--- config.mk ---
export PLATFORM = sky130hd
export DESIGN_NAME = color_blob_tracker
export DESIGN_NICKNAME = d
export VERILOG_FILES = /design/src/rtl/color_blob_tracker.sv
export SDC_FILE = /design/constraint.sdc
export NUM_CORES = 2
export LEC_CHECK = 0
export CAP_MARGIN = 20
export CORE_MARGIN = 10
export CORE_UTILIZATION = 40
export CTS_BUF_LIST = sky130_fd_sc_hd__clkbuf_2
export CTS_CLUSTER_SIZE = 10
export DETAILED_ROUTE_END_ITERATION = 7
export GPL_ROUTABILITY_DRIVEN = 0
export GPL_TIMING_DRIVEN = 0
export SETUP_SLACK_MARGIN = 0.15
export SLEW_MARGIN = 15
export SYNTH_ARGS = -nofsm -noshare
export SYNTH_HDL_FRONTEND = slang
export SYNTH_SLANG_ARGS = --single-unit
export TNS_END_PERCENT = 50
--- constraint.sdc ---
create_clock -name i_clk -period 4.15 [get_ports i_clk]
set_clock_uncertainty 0.05 [all_clocks]
set_input_delay 0.83 -clock i_clk [delete_from_list [all_inputs] [get_ports i_clk]]
set_output_delay 0.83 -clock i_clk [all_outputs]
set_load 0.05 [all_outputs]
--- src/rtl/color_blob_tracker.sv ---
`default_nettype none
// +--------------------------------------------------------------------------+
// | color_blob_tracker                                                       |
// | Multi-channel HSV blob tracker: per-frame count, centroid and bbox.      |
// | Revision: 1.0                                                            |
// +--------------------------------------------------------------------------+
module color_blob_tracker #(
    parameter int NCH             = 2,
    parameter int WIDTH           = 640,
    parameter int HEIGHT          = 480,
    parameter int ACC_W           = 32,
    parameter int NOISE_THRESHOLD = 1024,
    parameter int NOT_FOUND       = 2023
) (
    input  logic                 i_clk,
    input  logic                 i_rst_n,
    input  logic                 i_start,
    input  logic                 i_valid,
    input  logic                 i_frame_end,
    input  logic [9:0]           i_h,
    input  logic [9:0]           i_s,
    input  logic [9:0]           i_v,
    input  logic [10:0]          i_x,
    input  logic [10:0]          i_y,
    input  logic [NCH*10-1:0]    i_hmin,
    input  logic [NCH*10-1:0]    i_hmax,
    input  logic [NCH*10-1:0]    i_smin,
    input  logic [NCH*10-1:0]    i_smax,
    input  logic [NCH*10-1:0]    i_vmin,
    input  logic [NCH*10-1:0]    i_vmax,
    output logic [NCH-1:0]       o_match,
    output logic                 o_busy,
    output logic                 o_valid,
    output logic [NCH-1:0]       o_found,
    output logic [NCH*ACC_W-1:0] o_cnt,
    output logic [NCH*11-1:0]    o_cx,
    output logic [NCH*11-1:0]    o_cy,
    output logic [NCH*11-1:0]    o_xmin,
    output logic [NCH*11-1:0]    o_xmax,
    output logic [NCH*11-1:0]    o_ymin,
    output logic [NCH*11-1:0]    o_ymax
);
    localparam int NDIV = NCH * 2;
    localparam int IW   = (NDIV > 1) ? $clog2(NDIV) : 1;
    localparam int BW   = (ACC_W > 1) ? $clog2(ACC_W) : 1;

    localparam logic [1:0] S_IDLE = 2'd0;
    localparam logic [1:0] S_ACC  = 2'd1;
    localparam logic [1:0] S_DIV  = 2'd2;
    localparam logic [1:0] S_OUT  = 2'd3;

    localparam logic [10:0]      WIDTH_C  = 11'(WIDTH);
    localparam logic [10:0]      HEIGHT_C = 11'(HEIGHT);
    localparam logic [10:0]      NF       = 11'(NOT_FOUND);
    localparam logic [IW-1:0]    IDX_LAST = IW'(NDIV - 1);
    localparam logic [BW-1:0]    BIT_LAST = BW'(ACC_W - 1);
    localparam logic [ACC_W-1:0] THRESH   = ACC_W'(NOISE_THRESHOLD);

    logic [1:0]       state_q, state_d;
    logic [ACC_W-1:0] sumx_q [NCH];
    logic [ACC_W-1:0] sumy_q [NCH];
    logic [ACC_W-1:0] cnt_q  [NCH];
    logic [10:0]      xmin_q [NCH];
    logic [10:0]      xmax_q [NCH];
    logic [10:0]      ymin_q [NCH];
    logic [10:0]      ymax_q [NCH];

    logic [IW-1:0]    idx_q;
    logic [BW-1:0]    bit_q;
    logic [ACC_W-1:0] rem_q, rem_d;
    logic [ACC_W-1:0] dq_q, dq_d;
    logic [10:0]      quot_q [NDIV];
    logic [10:0]      q_all  [NDIV];

    logic [NCH-1:0]   found_q;
    logic [ACC_W-1:0] res_cnt_q  [NCH];
    logic [10:0]      res_cx_q   [NCH];
    logic [10:0]      res_cy_q   [NCH];
    logic [10:0]      res_xmin_q [NCH];
    logic [10:0]      res_xmax_q [NCH];
    logic [10:0]      res_ymin_q [NCH];
    logic [10:0]      res_ymax_q [NCH];

    logic             in_bounds;
    assign in_bounds = (i_x < WIDTH_C) && (i_y < HEIGHT_C);

    genvar c;
    generate
        for (c = 0; c < NCH; c++) begin : g_ch
            logic [9:0] hmin, hmax;
            logic       h_ok;
            assign hmin = i_hmin[10*c +: 10];
            assign hmax = i_hmax[10*c +: 10];
            // A reversed hue window wraps through 0/360.
            assign h_ok = (hmin <= hmax) ? ((i_h >= hmin) && (i_h <= hmax))
                                         : ((i_h >= hmin) || (i_h <= hmax));
            assign o_match[c] = in_bounds && h_ok
                             && (i_s >= i_smin[10*c +: 10]) && (i_s <= i_smax[10*c +: 10])
                             && (i_v >= i_vmin[10*c +: 10]) && (i_v <= i_vmax[10*c +: 10]);

            assign o_cnt[c*ACC_W +: ACC_W] = res_cnt_q[c];
            assign o_cx[c*11 +: 11]        = res_cx_q[c];
            assign o_cy[c*11 +: 11]        = res_cy_q[c];
            assign o_xmin[c*11 +: 11]      = res_xmin_q[c];
            assign o_xmax[c*11 +: 11]      = res_xmax_q[c];
            assign o_ymin[c*11 +: 11]      = res_ymin_q[c];
            assign o_ymax[c*11 +: 11]      = res_ymax_q[c];
        end
    endgenerate

    assign o_found = found_q;
    assign o_busy  = (state_q == S_ACC) || (state_q == S_DIV);
    assign o_valid = (state_q == S_OUT);

    logic             last_bit, last_div;
    logic [ACC_W-1:0] divisor, div_src, dvd, rem_in;
    logic [ACC_W:0]   sh;
    logic             ge;
    logic [10:0]      quot_fin;

    assign last_bit = (bit_q == BIT_LAST);
    assign last_div = last_bit && (idx_q == IDX_LAST);

    // Restoring divider; bit 0 of each division loads the dividend directly
    // so every quotient takes exactly ACC_W cycles.
    always_comb begin
        divisor = '0;
        div_src = '0;
        for (int k = 0; k < NCH; k++) begin
            if (idx_q == IW'(2*k)) begin
                divisor = cnt_q[k];
                div_src = sumx_q[k];
            end
            if (idx_q == IW'(2*k + 1)) begin
                divisor = cnt_q[k];
                div_src = sumy_q[k];
            end
        end
        dvd      = (bit_q == '0) ? div_src : dq_q;
        rem_in   = (bit_q == '0) ? '0 : rem_q;
        sh       = {rem_in, dvd[ACC_W-1]};
        ge       = (sh >= {1'b0, divisor});
        rem_d    = ge ? ACC_W'(sh - {1'b0, divisor}) : sh[ACC_W-1:0];
        dq_d     = {dvd[ACC_W-2:0], ge};
        quot_fin = (divisor == '0) ? 11'd0 : dq_d[10:0];
        for (int k = 0; k < NDIV; k++) begin
            q_all[k] = (idx_q == IW'(k)) ? quot_fin : quot_q[k];
        end
    end

    always_comb begin
        state_d = state_q;
        case (state_q)
            S_IDLE:  if (i_start)     state_d = S_ACC;
            S_ACC:   if (i_frame_end) state_d = S_DIV;
            S_DIV:   if (last_div)    state_d = S_OUT;
            default:                  state_d = S_IDLE;
        endcase
    end

    always_ff @(posedge i_clk or negedge i_rst_n) begin
        if (!i_rst_n) begin
            state_q <= S_IDLE;
            idx_q   <= '0;
            bit_q   <= '0;
            rem_q   <= '0;
            dq_q    <= '0;
            found_q <= '0;
            for (int k = 0; k < NDIV; k++) quot_q[k] <= '0;
            for (int k = 0; k < NCH; k++) begin
                sumx_q[k]     <= '0;
                sumy_q[k]     <= '0;
                cnt_q[k]      <= '0;
                xmin_q[k]     <= 11'h7FF;
                xmax_q[k]     <= '0;
                ymin_q[k]     <= 11'h7FF;
                ymax_q[k]     <= '0;
                res_cnt_q[k]  <= '0;
                res_cx_q[k]   <= NF;
                res_cy_q[k]   <= NF;
                res_xmin_q[k] <= NF;
                res_xmax_q[k] <= NF;
                res_ymin_q[k] <= NF;
                res_ymax_q[k] <= NF;
            end
        end else begin
            state_q <= state_d;
            case (state_q)
                S_IDLE: begin
                    if (i_start) begin
                        idx_q <= '0;
                        bit_q <= '0;
                        for (int k = 0; k < NCH; k++) begin
                            sumx_q[k] <= '0;
                            sumy_q[k] <= '0;
                            cnt_q[k]  <= '0;
                            xmin_q[k] <= 11'h7FF;
                            xmax_q[k] <= '0;
                            ymin_q[k] <= 11'h7FF;
                            ymax_q[k] <= '0;
                        end
                    end
                end
                S_ACC: begin
                    for (int k = 0; k < NCH; k++) begin
                        if (i_valid && o_match[k]) begin
                            sumx_q[k] <= sumx_q[k] + ACC_W'(i_x);
                            sumy_q[k] <= sumy_q[k] + ACC_W'(i_y);
                            cnt_q[k]  <= cnt_q[k] + ACC_W'(1);
                            if (i_x < xmin_q[k]) xmin_q[k] <= i_x;
                            if (i_x > xmax_q[k]) xmax_q[k] <= i_x;
                            if (i_y < ymin_q[k]) ymin_q[k] <= i_y;
                            if (i_y > ymax_q[k]) ymax_q[k] <= i_y;
                        end
                    end
                end
                S_DIV: begin
                    rem_q <= rem_d;
                    dq_q  <= dq_d;
                    if (last_bit) begin
                        bit_q <= '0;
                        idx_q <= idx_q + IW'(1);
                        for (int k = 0; k < NDIV; k++) quot_q[k] <= q_all[k];
                    end else begin
                        bit_q <= bit_q + BW'(1);
                    end
                    if (last_div) begin
                        for (int k = 0; k < NCH; k++) begin
                            found_q[k]   <= (cnt_q[k] > THRESH);
                            res_cnt_q[k] <= cnt_q[k];
                            if (cnt_q[k] > THRESH) begin
                                res_cx_q[k]   <= q_all[2*k];
                                res_cy_q[k]   <= q_all[2*k + 1];
                                res_xmin_q[k] <= xmin_q[k];
                                res_xmax_q[k] <= xmax_q[k];
                                res_ymin_q[k] <= ymin_q[k];
                                res_ymax_q[k] <= ymax_q[k];
                            end else begin
                                res_cx_q[k]   <= NF;
                                res_cy_q[k]   <= NF;
                                res_xmin_q[k] <= NF;
                                res_xmax_q[k] <= NF;
                                res_ymin_q[k] <= NF;
                                res_ymax_q[k] <= NF;
                            end
                        end
                    end
                end
                default: ;
            endcase
        end
    end
endmodule
`default_nettype wire

==> impl_metrics.ini <==
[layout]
post-route-util = 0.512
final_layout_size_suffix_gt1_frac = 0.169
seq_area_mm2 = 0.0148
fillers = 8730
final_cell_count_no_fill = 6233
layout.nets = 5410
multiInputGateArea_mm2 = 0.0214
final_cell_area_mm2 = 0.0468
syn2layout_area_growth_pct = 27.2

[synth]
ys_types = 86
synth.largest_area_cell = dfrtp_1
yosysMostFrequentCell = nand2_1
synthArstFlopShare = 1.00
synth-seq-area-share = 0.402
synth_compound_area_frac = 0.222
synthAdderAreaFrac = 0.110
synth_area_leaders = dfrtp_1 (29%), dfstp_2 (11%), ha_1 (11%)
synth-simple-area-share = 0.182
syn_inst = 4266
synthesis.area_mm2 = 0.0368
yosys.area.top_type_share = 0.294
ys_warn_count = 0
synth_mux_area_frac = 0.0137
ys_seq_elements = 584
avgSynthCellArea_um2 = 8.62
synth_flop_cell = dfrtp_1
synth_top_family_by_area = compound AO/OA/AOI/OAI gates
synth_common_cells = nand2_1 (602), dfrtp_1 (432), a21oi_1 (344), ha_1 (315), o21ai_0 (312)
synth_nets = 4763
synth-edff-count = 0
synthXorXnorAreaFrac = 0.0119

[clocking]
clk_path_buf_depth = 3
clk_latency_ns = 1.47
cts_sinks = 584
h-tree-depth = 4
numCtsBuffers = 158
clk_pin_slew_ns = 0.10
cts_root_buf = clkbuf_2
tritoncts = built

[power]
cellPowerDensity_mw_per_mm2 = 660
leakagePower_uw = 0.0211
irDropWorstVdd_mv = 0.618
power.share.clock = 0.145
seq_power_share = 0.230
p_int_uw = 15800
pwr-share-comb = 0.625
p_sw_uw = 15100
swShare = 0.489

[sta]
rsz0062_at_grt = true
max_freq_mhz = 230
setup_violations = 34
post-route-period-util = 1.05
final_max_slew_viol_count = 0
min_period_ns = 4.36
slew_headroom = 0.175
hold_viol_final = 0
setup_slack_ns = -0.207
tightest_slew_ns = 1.24

[global_route]
grt_max_degree = 105
grt_pass1_wl_mm = 221
grt_usage = 0.276
antenna_found_initial = 5
first_global_vias = 35700
overflow = 0

[status]
violations = negative setup slack
status = finished, violations left

[place]
portBuffers = 377
dpl.hpwl_mm = 107
dpl_cell_area_mm2 = 0.0424
placed_cells = 5836

[floorplanning]
die-area_mm2 = 0.104
die_x_um = 323
num_rows = 111
ios = 379
fp.dieH_um = 323
initial_utilization = 0.403
core_area_mm2 = 0.0914

[setup_path]
cp-start-kind = flip-flop
worstPathRequired_ns = 5.43
crit_slowest_cell = or4b_4
worstPathArrival_ns = 5.63
max_stage_delay_ns = 0.50
worst-setup-path-type = reg -> reg
worstPathCellList = inv_2 > ha_1 > or4b_4 > clkbuf_16 > clkbuf_16 > clkbuf_16 > and2_4 > ha_4 > and4_4 > o211ai_1 > buf_4 > a21oi_4 > nor2_4 > o31ai_4 > buf_6 > o21ai_4 > buf_6 > buf_12 > or3_4 > a31oi_4
worstPathMaxFanout = 10
crit_top_cell = clkbuf_16
crit_path_end_kind = flip-flop

[route]
wirelength_mm = 149
vias = 36700
drt-initial-drc-count = 3839
antenna_left = 0
via_per_inst = 5.89
wire_per_inst_um = 24.0
drc = 0
dr.pass1.iters = 6

[min_path]
hp-class = in -> reg

[flow_run]
cap_violations = 0
==> power by group through the flow <==
stage	logic (uW)	clock network [uW]	registers, uW
floorplan	8980	0	7270
global placement	14000	0	7170
detailed placement	14200	0	7170
CTS	17500	4560	7060
global route	20300	4870	7170
finish	19300	4490	7100
==> layout make-up <==
| class | instances | area share |
|---|---|---|
| buffer | 260 | 0.0308 |
| tap | 1186 | 0.0317 |
| sequential | 584 | 0.316 |
| clock inverter | 54 | 0.00719 |
| inverter | 278 | 0.0224 |
| timing repair buffer | 488 | 0.108 |
| antenna | 2 | 0.000107 |
| clock buffer | 238 | 0.0255 |
| multi-input combinational | 3143 | 0.458 |
==> worst max-delay path, delay by kind of cell (launching register included) <==
family                     cells  cell delay (ns)
and+or+nand+nor                5             1.38
buffers and inverters          8             1.20
AOI/OAI and AO/OA              5             0.76
adders and majority gates      2             0.44
DFF                            1             0.40
==> flip-flops by register name, summed over array words and instances (netlist names), 5 cells and up <==
name	cells
o_cy	22
bit_q	5
o_xmin	22
rem_q	32
xmin_q	22
cnt_q	64
sumy_q	64
o_ymax	22
o_xmax	22
ymax_q	22
sumx_q	64
o_cnt	64
xmax_q	22
dq_q	32
ymin_q	22
quot_q	33
o_ymin	22
o_cx	22
==> kinds of logic (layout without fill, tap and decap cells) <==
family	count (synthesis)	after routing
AND/OR/NAND/NOR	1446	1446
AO/OA/AOI/OAI	1275	1275
flip-flops	584	584
buffers and inverters	539	1318
adder cells (fa/ha/maj)	322	322
XOR/XNOR	50	50
multiplexers	50	50
other	0	2
==> through the flow <==
step / worst slack [ns] / total power [uW] / TNS (ns) / hold slack [ns]
final: -0.207 / 30900 / -4.13 / 0.0757
after floorplan: 0.142 / 16200 / 0 / 0.392
after global routing: -0.296 / 32400 / -7.60 / 0.0179
after CTS: -0.0780 / 29100 / -0.526 / 0.0340
after global placement: -25.06 / 21200 / - / 0.408
after detailed placement: -1.61 / 21300 / -220.77 / 0.413
==> path summary, 6_finish.rpt <==
path	startpoint	end	cells after the start	slack, ns
max in group asynchronous	i_rst_n	o_xmin[2]	5	2.33
worst max register to register	bit_q[0]	rem_q[3]	20	-0.21
min in group asynchronous	i_rst_n	sumx_q[45]	3	0.46
worst min register to register	ymax_q[21]	o_ymax[10]	1	0.42
worst min-delay path	i_y[8]	ymax_q[19]	3	0.08
worst max-delay path	bit_q[0]	rem_q[3]	20	-0.21
==> repair_timing <==
action	4_1_cts	5_1_grt
setup endpoints to repair	191	83
hold buffers	9	3
gates resized for setup	247	229
pin swaps	62	97
cloned	6	0
setup buffers	61	24
hold endpoints to repair	284	6
==> placed cells by master (no fill, tap or decap), types with 69 or more instances in the layout <==
cell type	netlist	final
clkdlybuf4s50_1	0	308
nor3_1	86	81
inv_1	277	252
o21ai_0	312	291
dfstp_2	152	152
ha_1	315	262
dfrtp_1	432	431
a21oi_1	344	323
nor2_1	263	254
a31oi_1	78	69
clkbuf_2	2	261
nand3_1	136	129
o22a_1	84	84
buf_4	5	70
nand2_1	602	593
clkbuf_1	196	168
==> metal layers <==
metal  wire (um)  GRT usage  vias to the layer above
met4        7550      0.138                        2
met5           7          0                        -
li1            -          -                    16800
met2       66300      0.428                     1913
met1       60700      0.355                    17600
met3       14800     0.0694                      387
(Power assumes the default switching activity.)
